<file path="config.mk">
export PLATFORM = sky130hd
export DESIGN_NAME = hazard_scoreboard_flat
export DESIGN_NICKNAME = d
export VERILOG_FILES = /design/src/rtl/hazard_scoreboard_if.sv /design/src/rtl/hazard_scoreboard.sv /design/src/flat_wrapper.sv
export SDC_FILE = /design/constraint.sdc
export NUM_CORES = 1
export LEC_CHECK = 0
export CORE_UTILIZATION = 35
export DETAILED_ROUTE_END_ITERATION = 8
export PLACE_DENSITY = 0.64
export SYNTH_ARGS = -nofsm -noshare
export SYNTH_HDL_FRONTEND = slang
export SYNTH_SLANG_ARGS = --single-unit
</file>
<file path="constraint.sdc">
create_clock -name clk -period 6 [get_ports clk]
set_clock_uncertainty 0.2 [all_clocks]
set_input_delay 0.9 -clock clk [delete_from_list [all_inputs] [get_ports clk]]
set_output_delay 0.9 -clock clk [all_outputs]
set_load 0.02 [all_outputs]
</file>
<file path="src/rtl/hazard_scoreboard_if.sv">
// Interface: hazard_scoreboard_if
// Bundles the ID-stage signals seen by the hazard scoreboard.
//   master : ID stage / testbench. Drives the decoded instruction and the pipeline controls.
//            Receives HAZARD and Stall_Count.
//   slave  : hazard_scoreboard. Consumes the instruction and controls, drives the results.
// Signals:
//   ID_Valid, Rn, Src2, Two_src, WB_EN, Dest, Lat : decoded ID instruction
//   Freeze, Flush                                 : downstream hold / squash of ID
//   HAZARD                                        : stall ID this cycle (combinational)
//   Stall_Count                                   : saturating count of hazard cycles
// Handshake: ID_Valid acts as "valid" and ~HAZARD acts as "ready". An instruction leaves ID
// only on a clock edge where ID_Valid=1, HAZARD=0, Freeze=0 and Flush=0. While it waits,
// the ID stage must hold every instruction field stable.
interface hazard_scoreboard_if #(
  parameter int ADDR_W = 4,
  parameter int LAT_W  = 3,
  parameter int CNT_W  = 16
);
  logic              ID_Valid;
  logic [ADDR_W-1:0] Rn;
  logic [ADDR_W-1:0] Src2;
  logic              Two_src;
  logic              WB_EN;
  logic [ADDR_W-1:0] Dest;
  logic [LAT_W-1:0]  Lat;
  logic              Freeze;
  logic              Flush;
  logic              HAZARD;
  logic [CNT_W-1:0]  Stall_Count;

  modport master (
    output ID_Valid, Rn, Src2, Two_src, WB_EN, Dest, Lat, Freeze, Flush,
    input  HAZARD, Stall_Count
  );

  modport slave (
    input  ID_Valid, Rn, Src2, Two_src, WB_EN, Dest, Lat, Freeze, Flush,
    output HAZARD, Stall_Count
  );
endinterface

</file>
<file path="src/rtl/hazard_scoreboard.sv">
// Module: hazard_scoreboard
// ID-stage hazard detector built on a per-register countdown scoreboard.
// Each register has a counter. The counter holds the number of cycles left until a pending
// write lands, and 0 means no write is pending. Dependents stall on RAW hazards for as long
// as the producer needs, whatever its latency. A slower older write also blocks a faster
// younger write to the same register (WAW).
// Ports:
//   clk   : clock. All state updates on the rising edge.
//   rst_n : synchronous reset, active low. It clears every counter and Stall_Count.
//   bus   : hazard_scoreboard_if.slave. It carries the instruction fields,
//           Freeze/Flush, HAZARD and Stall_Count.
// Build option: FORWARDING_EN
//   - Defined: a source counts as busy only while its counter exceeds FWD_SLACK.
//     Producers closer to writeback than that are served by forwarding.
//   - Undefined: a source is busy while any write to it is pending.
module hazard_scoreboard #(
  parameter int ADDR_W    = 4,
  parameter int LAT_W     = 3,
  parameter int FWD_SLACK = 1,
  parameter int CNT_W     = 16
) (
  input  logic                clk,
  input  logic                rst_n,
  hazard_scoreboard_if.slave  bus
);

  localparam int NREG = 1 << ADDR_W;

  // A source is busy while its counter is above this threshold.
`ifdef FORWARDING_EN
  localparam logic [LAT_W-1:0] BUSY_ABOVE = LAT_W'(FWD_SLACK);
`else
  // Without forwarding, the slack has no effect: any pending write is busy.
  localparam logic [LAT_W-1:0] BUSY_ABOVE = LAT_W'(FWD_SLACK * 0);
`endif

  logic [LAT_W-1:0] cnt [NREG];
  logic [CNT_W-1:0] stall_count;

  logic [LAT_W-1:0] lat_eff;
  logic             raw_rn;
  logic             raw_src2;
  logic             waw;
  logic             hazard;
  logic             issue;

  always_comb begin
    lat_eff  = (bus.Lat == '0) ? LAT_W'(1) : bus.Lat;
    // Source checks use the pre-issue counters, so an instruction whose Dest is also one of
    // its own sources does not stall on itself.
    raw_rn   = (cnt[bus.Rn] > BUSY_ABOVE);
    raw_src2 = bus.Two_src & (cnt[bus.Src2] > BUSY_ABOVE);
    // An older write still pending longer than this one would land last and clobber it.
    waw      = bus.WB_EN & (cnt[bus.Dest] > lat_eff);
    hazard   = rst_n & bus.ID_Valid & ~bus.Flush & (raw_rn | raw_src2 | waw);
    issue    = bus.ID_Valid & bus.WB_EN & ~hazard & ~bus.Freeze & ~bus.Flush;
  end

  // On a Freeze, every counter holds, because the writeback stages hold as well.
  // On a Flush, there is no issue, but older producers keep counting down.
  always_ff @(posedge clk) begin
    if (!rst_n) begin
      for (int i = 0; i < NREG; i++) begin
        cnt[i] <= '0;
      end
    end else if (!bus.Freeze) begin
      for (int i = 0; i < NREG; i++) begin
        if (cnt[i] != '0) begin
          cnt[i] <= cnt[i] - LAT_W'(1);
        end
      end
      // The WAW term guarantees that the prior value is <= lat_eff, so overwriting is safe.
      if (issue) begin
        cnt[bus.Dest] <= lat_eff;
      end
    end
  end

  always_ff @(posedge clk) begin
    if (!rst_n) begin
      stall_count <= '0;
    end else if (hazard && (stall_count != '1)) begin
      stall_count <= stall_count + CNT_W'(1);
    end
  end

  assign bus.HAZARD      = hazard;
  assign bus.Stall_Count = stall_count;

endmodule

</file>
<file path="src/flat_wrapper.sv">
// flat-port wrapper written by rule: the top's interface ports become plain ports
module hazard_scoreboard_flat 
#(
  parameter int ADDR_W    = 4,
  parameter int LAT_W     = 3,
  parameter int FWD_SLACK = 1,
  parameter int CNT_W     = 16
)
  (clk, rst_n, bus_ID_Valid, bus_Rn, bus_Src2, bus_Two_src, bus_WB_EN, bus_Dest, bus_Lat, bus_Freeze, bus_Flush, bus_HAZARD, bus_Stall_Count);
  hazard_scoreboard_if #(.ADDR_W(ADDR_W), .LAT_W(LAT_W), .CNT_W(CNT_W)) bus_i ();
  input  logic clk;
  input  logic rst_n;
  input wire logic [$bits(bus_i.ID_Valid)-1:0] bus_ID_Valid;
  input wire logic [$bits(bus_i.Rn)-1:0] bus_Rn;
  input wire logic [$bits(bus_i.Src2)-1:0] bus_Src2;
  input wire logic [$bits(bus_i.Two_src)-1:0] bus_Two_src;
  input wire logic [$bits(bus_i.WB_EN)-1:0] bus_WB_EN;
  input wire logic [$bits(bus_i.Dest)-1:0] bus_Dest;
  input wire logic [$bits(bus_i.Lat)-1:0] bus_Lat;
  input wire logic [$bits(bus_i.Freeze)-1:0] bus_Freeze;
  input wire logic [$bits(bus_i.Flush)-1:0] bus_Flush;
  output wire logic [$bits(bus_i.HAZARD)-1:0] bus_HAZARD;
  output wire logic [$bits(bus_i.Stall_Count)-1:0] bus_Stall_Count;
  assign bus_i.ID_Valid = bus_ID_Valid;
  assign bus_i.Rn = bus_Rn;
  assign bus_i.Src2 = bus_Src2;
  assign bus_i.Two_src = bus_Two_src;
  assign bus_i.WB_EN = bus_WB_EN;
  assign bus_i.Dest = bus_Dest;
  assign bus_i.Lat = bus_Lat;
  assign bus_i.Freeze = bus_Freeze;
  assign bus_i.Flush = bus_Flush;
  assign bus_HAZARD = bus_i.HAZARD;
  assign bus_Stall_Count = bus_i.Stall_Count;
  hazard_scoreboard #(.ADDR_W(ADDR_W), .LAT_W(LAT_W), .FWD_SLACK(FWD_SLACK), .CNT_W(CNT_W)) u_core (.clk(clk), .rst_n(rst_n), .bus(bus_i));
endmodule
</file>
Word-level counts from Yosys, hierarchy flattened --
Memory sizes are Yosys's and may differ from the RTL's. Index checks and enable logic that the tools add are counted.
Operators by class: add/sub/neg operators 17, magnitude comparators 3, eq/ne operators 1, muxes and demuxes 86, bitwise logic cells 30, reductions and logical operators 18
Operators with widths (number):
- 2-to-1 mux 1 bit | 69
- 2-to-1 mux 3 bit | 17
- nonzero test 3 bit | 16
- subtractor 3 x 1 -> 3 bit, second input constant | 16
- OR 1 bit | 18
- adder 16 x 1 -> 16 bit, second input constant | 1
- != test 16 bit, second input constant | 1
- bitwise AND 1 bit | 9
- > comparator 3 x 1 -> 1 bit, second input constant | 2
- > comparator 3 bit | 1
- zero test 3 bit | 1
- NOT 1 bit | 3
- logical AND 1 bit | 1
Storage, ports and cells: register bits after elaboration 16, bits in writable memories 48, bits of input ports 22, word-level logic and storage cells 157, memories kept 1
Memory list:
- u_core.cnt | depth 16, bits a word 3, read ports 19, clocked after memory_dff 0, write ports 17, line hazard_scoreboard.sv:37 | logic [LAT_W-1:0] cnt [NREG];

Longest topological paths before layout --
word-level depth 14, mapped depth 14

Least setup slack after synthesis --
Ideal clock, no wire load.
path kind in2out, start input bus_Dest[0], end output bus_HAZARD, arrival 4.413 ns, setup slack 0.487 ns, stages 12, path buffers 4, cells stage by stage clkbuf_1 clkbuf_1 mux4_2 mux4_2 ha_1 o21a_1 a31o_2 nand4b_2 a21oi_2 buf_2 buf_2 nor2_1
Between the ends: cells in the longest elaborated chain, start to end 5
RTL lines:
- from (decl) | line flat_wrapper.sv:18 | input wire logic [$bits(bus_i.Dest)-1:0] bus_Dest;
- memory read (16 x 3 bit)
- > comparator 3 bit | line hazard_scoreboard.sv:54 | waw = bus.WB_EN & (cnt[bus.Dest] > lat_eff);
- bitwise AND 1 bit | line hazard_scoreboard.sv:54
- OR 1 bit | line hazard_scoreboard.sv:55 | hazard = rst_n & bus.ID_Valid & ~bus.Flush & (raw_rn | raw_src2 | waw);
- bitwise AND 1 bit | line hazard_scoreboard.sv:55
- to (decl) | line flat_wrapper.sv:22 | output wire logic [$bits(bus_i.HAZARD)-1:0] bus_HAZARD;
No other way between the ends.

Final worst setup path --
Ends and elaborated chain as after synthesis.

==> metrics.cfg <==
[run_status]
status = completed

[routing]
wl_um = 14300
ant_nets = 0
wl_per_cell_um = 19.1
drc_errors = 0
dr.first_iter.drc_count = 261
via_count = 4351
first_pass_iters = 4
vias_per_cell = 5.82

[yosys]
yosys_warnings = 0
synthSimpleGateAreaFrac = 0.197
synth-adder-area-share = 0.0860
synth_top_family_by_area = simple AND/OR/NAND/NOR gates
yosys-mux-area-fraction = 0.184
syn_nets = 583
yosys.area.top_type = edfxtp_1
synth_seq_cells = 64
ys_seq_area_frac = 0.336
synth.distinct_cells = 57
yosys_most_used_dff = edfxtp_1
synth_area_mm2 = 0.00524
synth_compound_area_frac = 0.123
synthArstFlopShare = 0
yosysTopAreaCellShare = 0.275
syn_area_per_cell_um2 = 9.97
synth_xor_xnor_area_share = 0.0100
syn_inst = 525
synth_edf_count = 48
synth_area_leaders = edfxtp_1 (28%), ha_1 (8.6%), mux4_2 (6.5%)

[worst_setup_path]
rr_worst_depth = 10
r2r-start = u_core.cnt[15][2]
crit_required_ns = 4.90
setup.worst_path.end = bus_HAZARD
crit_fanout = 13
arrival_ns = 4.55
crit_start = bus_Dest[0]
end_kind = output port
crit_type = in2out
start_kind = input port
r2r-end = u_core.cnt[0][1]
r2r_slack_ns = 1.68

[placement]
dp_hpwl_um = 10400
gp_congestion = 0.945
dp_cells = 732
place.port_buffers = 38

[global_route]
grt_pass1_vias = 4348
grt_max_degree = 41
grt_overflow = 0
grt_pass1_wl_um = 23200
grt_antenna_before_repair = 0
track_usage = 0.189

[die]
rows = 44
ios = 39
core_area_mm2 = 0.0146
dieWidth_um = 124
dieArea_mm2 = 0.0155
initial_core_util = 0.359
die_y_um = 124

[timing]
hold_viol = 0
worstMarginPinSlew_ns = 0.646
rsz0062_at_grt = no
fmax_mhz = 177
fin_crit_sh = 0.941
setup_violations = 0
tns_ns = 0
layout_min_cycle_time_ns = 5.65
slew_headroom = 0.568
finalMaxSlewViolations = 0

[pwr]
peakVddDrop_uv = 121
total_power_mw = 1.49
power.density_mw_per_mm2 = 244
p_leak_nw = 2.46

[clocking]
clk_path_buf_depth = 2
clk_latency_ns = 0.34
cts_tree = yes
hold_buffers = 0
cts.repair.resized = 0
cts.sinks = 64
h-tree-depth = 3
clkSlewWorstSetupHoldPaths_ns = 0.06
cts_buffers = 9
postCtsSetupRepairBufs = 0
cts-root-buf = clkbuf_16

[finish]
layout.nets = 617
drive_gt1_frac = 0.154
fillers = 1412
multi_input_area_mm2 = 0.00314
final_cell_count_no_fill = 748
diodes = 0
seqCellArea_mm2 = 0.00176
areaGrowthSynthToFinish_pct = 16.3

[hold_path]
worstHoldPathType = reg2reg

[job]
drv_cap = 0

[Yosys cell counts, types with 7 or more instances]
cell type / count
dfxtp_1: 16
nand2b_1: 8
nand4_1: 13
edfxtp_1: 48
o211ai_1: 10
o21ai_0: 15
nor2b_1: 15
inv_1: 47
nand2_1: 27
mux4_2: 15
buf_2: 7
nor2_1: 44
ha_1: 36
or4_1: 10
clkbuf_1: 16
a21oi_1: 16
mux2_1: 8
mux2i_1: 31
o31ai_1: 12
nand3_1: 20
mux2_2: 20
[where the power goes]
part / switching [mW] / internal [mW]
Sequential: 0.0674 / 0.537
Combinational: 0.195 / 0.160
Clock: 0.209 / 0.318
Total: 0.471 / 1.02
[kinds of logic after synthesis]
| family | after synthesis |
|---|---|
| AND/OR/NAND/NOR | 182 |
| flip-flops | 64 |
| adder cells (fa/ha/maj) | 36 |
| AO/OA/AOI/OAI | 86 |
| XOR/XNOR | 6 |
| buffers and inverters | 77 |
| multiplexers | 74 |
[sequential cells by signal (all words and copies together) (netlist names)]
register / count
u_core.bus.Stall_Count: 16
u_core.cnt: 48
[critical path, cell delays in order]
cell and delay (ns):
clkdlybuf4s50_1 0.47, buf_4 0.25, mux4_2 0.54, mux4_2 0.49, ha_1 0.32, o21a_1 0.18
a31o_2 0.23, nand4b_2 0.27, a21oi_2 0.27, nor2_1 0.08, clkdlybuf4s50_1 0.54
[layout by cell type, fill, tap and decap left out, types with 16 or more instances in the layout]
cell	n
nand3_1	20
nand2_1	27
nor2_1	44
a21oi_1	16
clkdlybuf4s50_1	38
mux2i_1	31
mux2_2	20
dfxtp_1	16
edfxtp_1	48
inv_1	47
ha_1	36
[worst min path at each step]
| stage | to | startpoint | cells past startpoint |
|---|---|---|---|
| CTS | u_core.bus.Stall_Count[5] | u_core.bus.Stall_Count[5] | 2 |
| floorplan | u_core.bus.Stall_Count[9] | u_core.bus.Stall_Count[9] | 2 |
| global placement | u_core.bus.Stall_Count[5] | u_core.bus.Stall_Count[5] | 2 |
| finish | u_core.bus.Stall_Count[5] | u_core.bus.Stall_Count[5] | 2 |
| global route | u_core.bus.Stall_Count[5] | u_core.bus.Stall_Count[5] | 2 |
| detailed placement | u_core.bus.Stall_Count[5] | u_core.bus.Stall_Count[5] | 2 |
[layout make-up]
cell class / count / share of cell area
repair buffers: 50 / 0.0772
flip-flops and latches: 64 / 0.289
clock buffers: 11 / 0.0433
inverters: 50 / 0.0308
multi-input cells: 384 / 0.516
well taps: 184 / 0.0378
clock inverters: 5 / 0.00575
[metal layers]
| layer | vias to the layer above | part of all wire | global-route usage |
|---|---|---|---|
| met2 | 169 | 0.45 | 0.291 |
| met5 | - | 0 | 0 |
| met3 | 24 | 0.070 | 0.0374 |
| li1 | 2038 | - | - |
| met1 | 2120 | 0.46 | 0.260 |
| met4 | 0 | 0.020 | 0.0773 |
[metrics by stage]
step | setup WS, ns | hold WS, ns | area [µm²] | util
2_1_floorplan | 0.487 | 0.359 | 5240 | -
3_3_place_gp | 0.378 | 0.275 | 5790 | 0.397
3_5_place_dp | 0.336 | 0.285 | 5790 | 0.397
4_1_cts | 0.316 | 0.295 | 6090 | 0.418
5_1_grt | 0.176 | 0.322 | 6090 | 0.418
6_report | 0.352 | 0.298 | 6090 | 0.418
No activity file was read; power rests on OpenSTA's default activity.
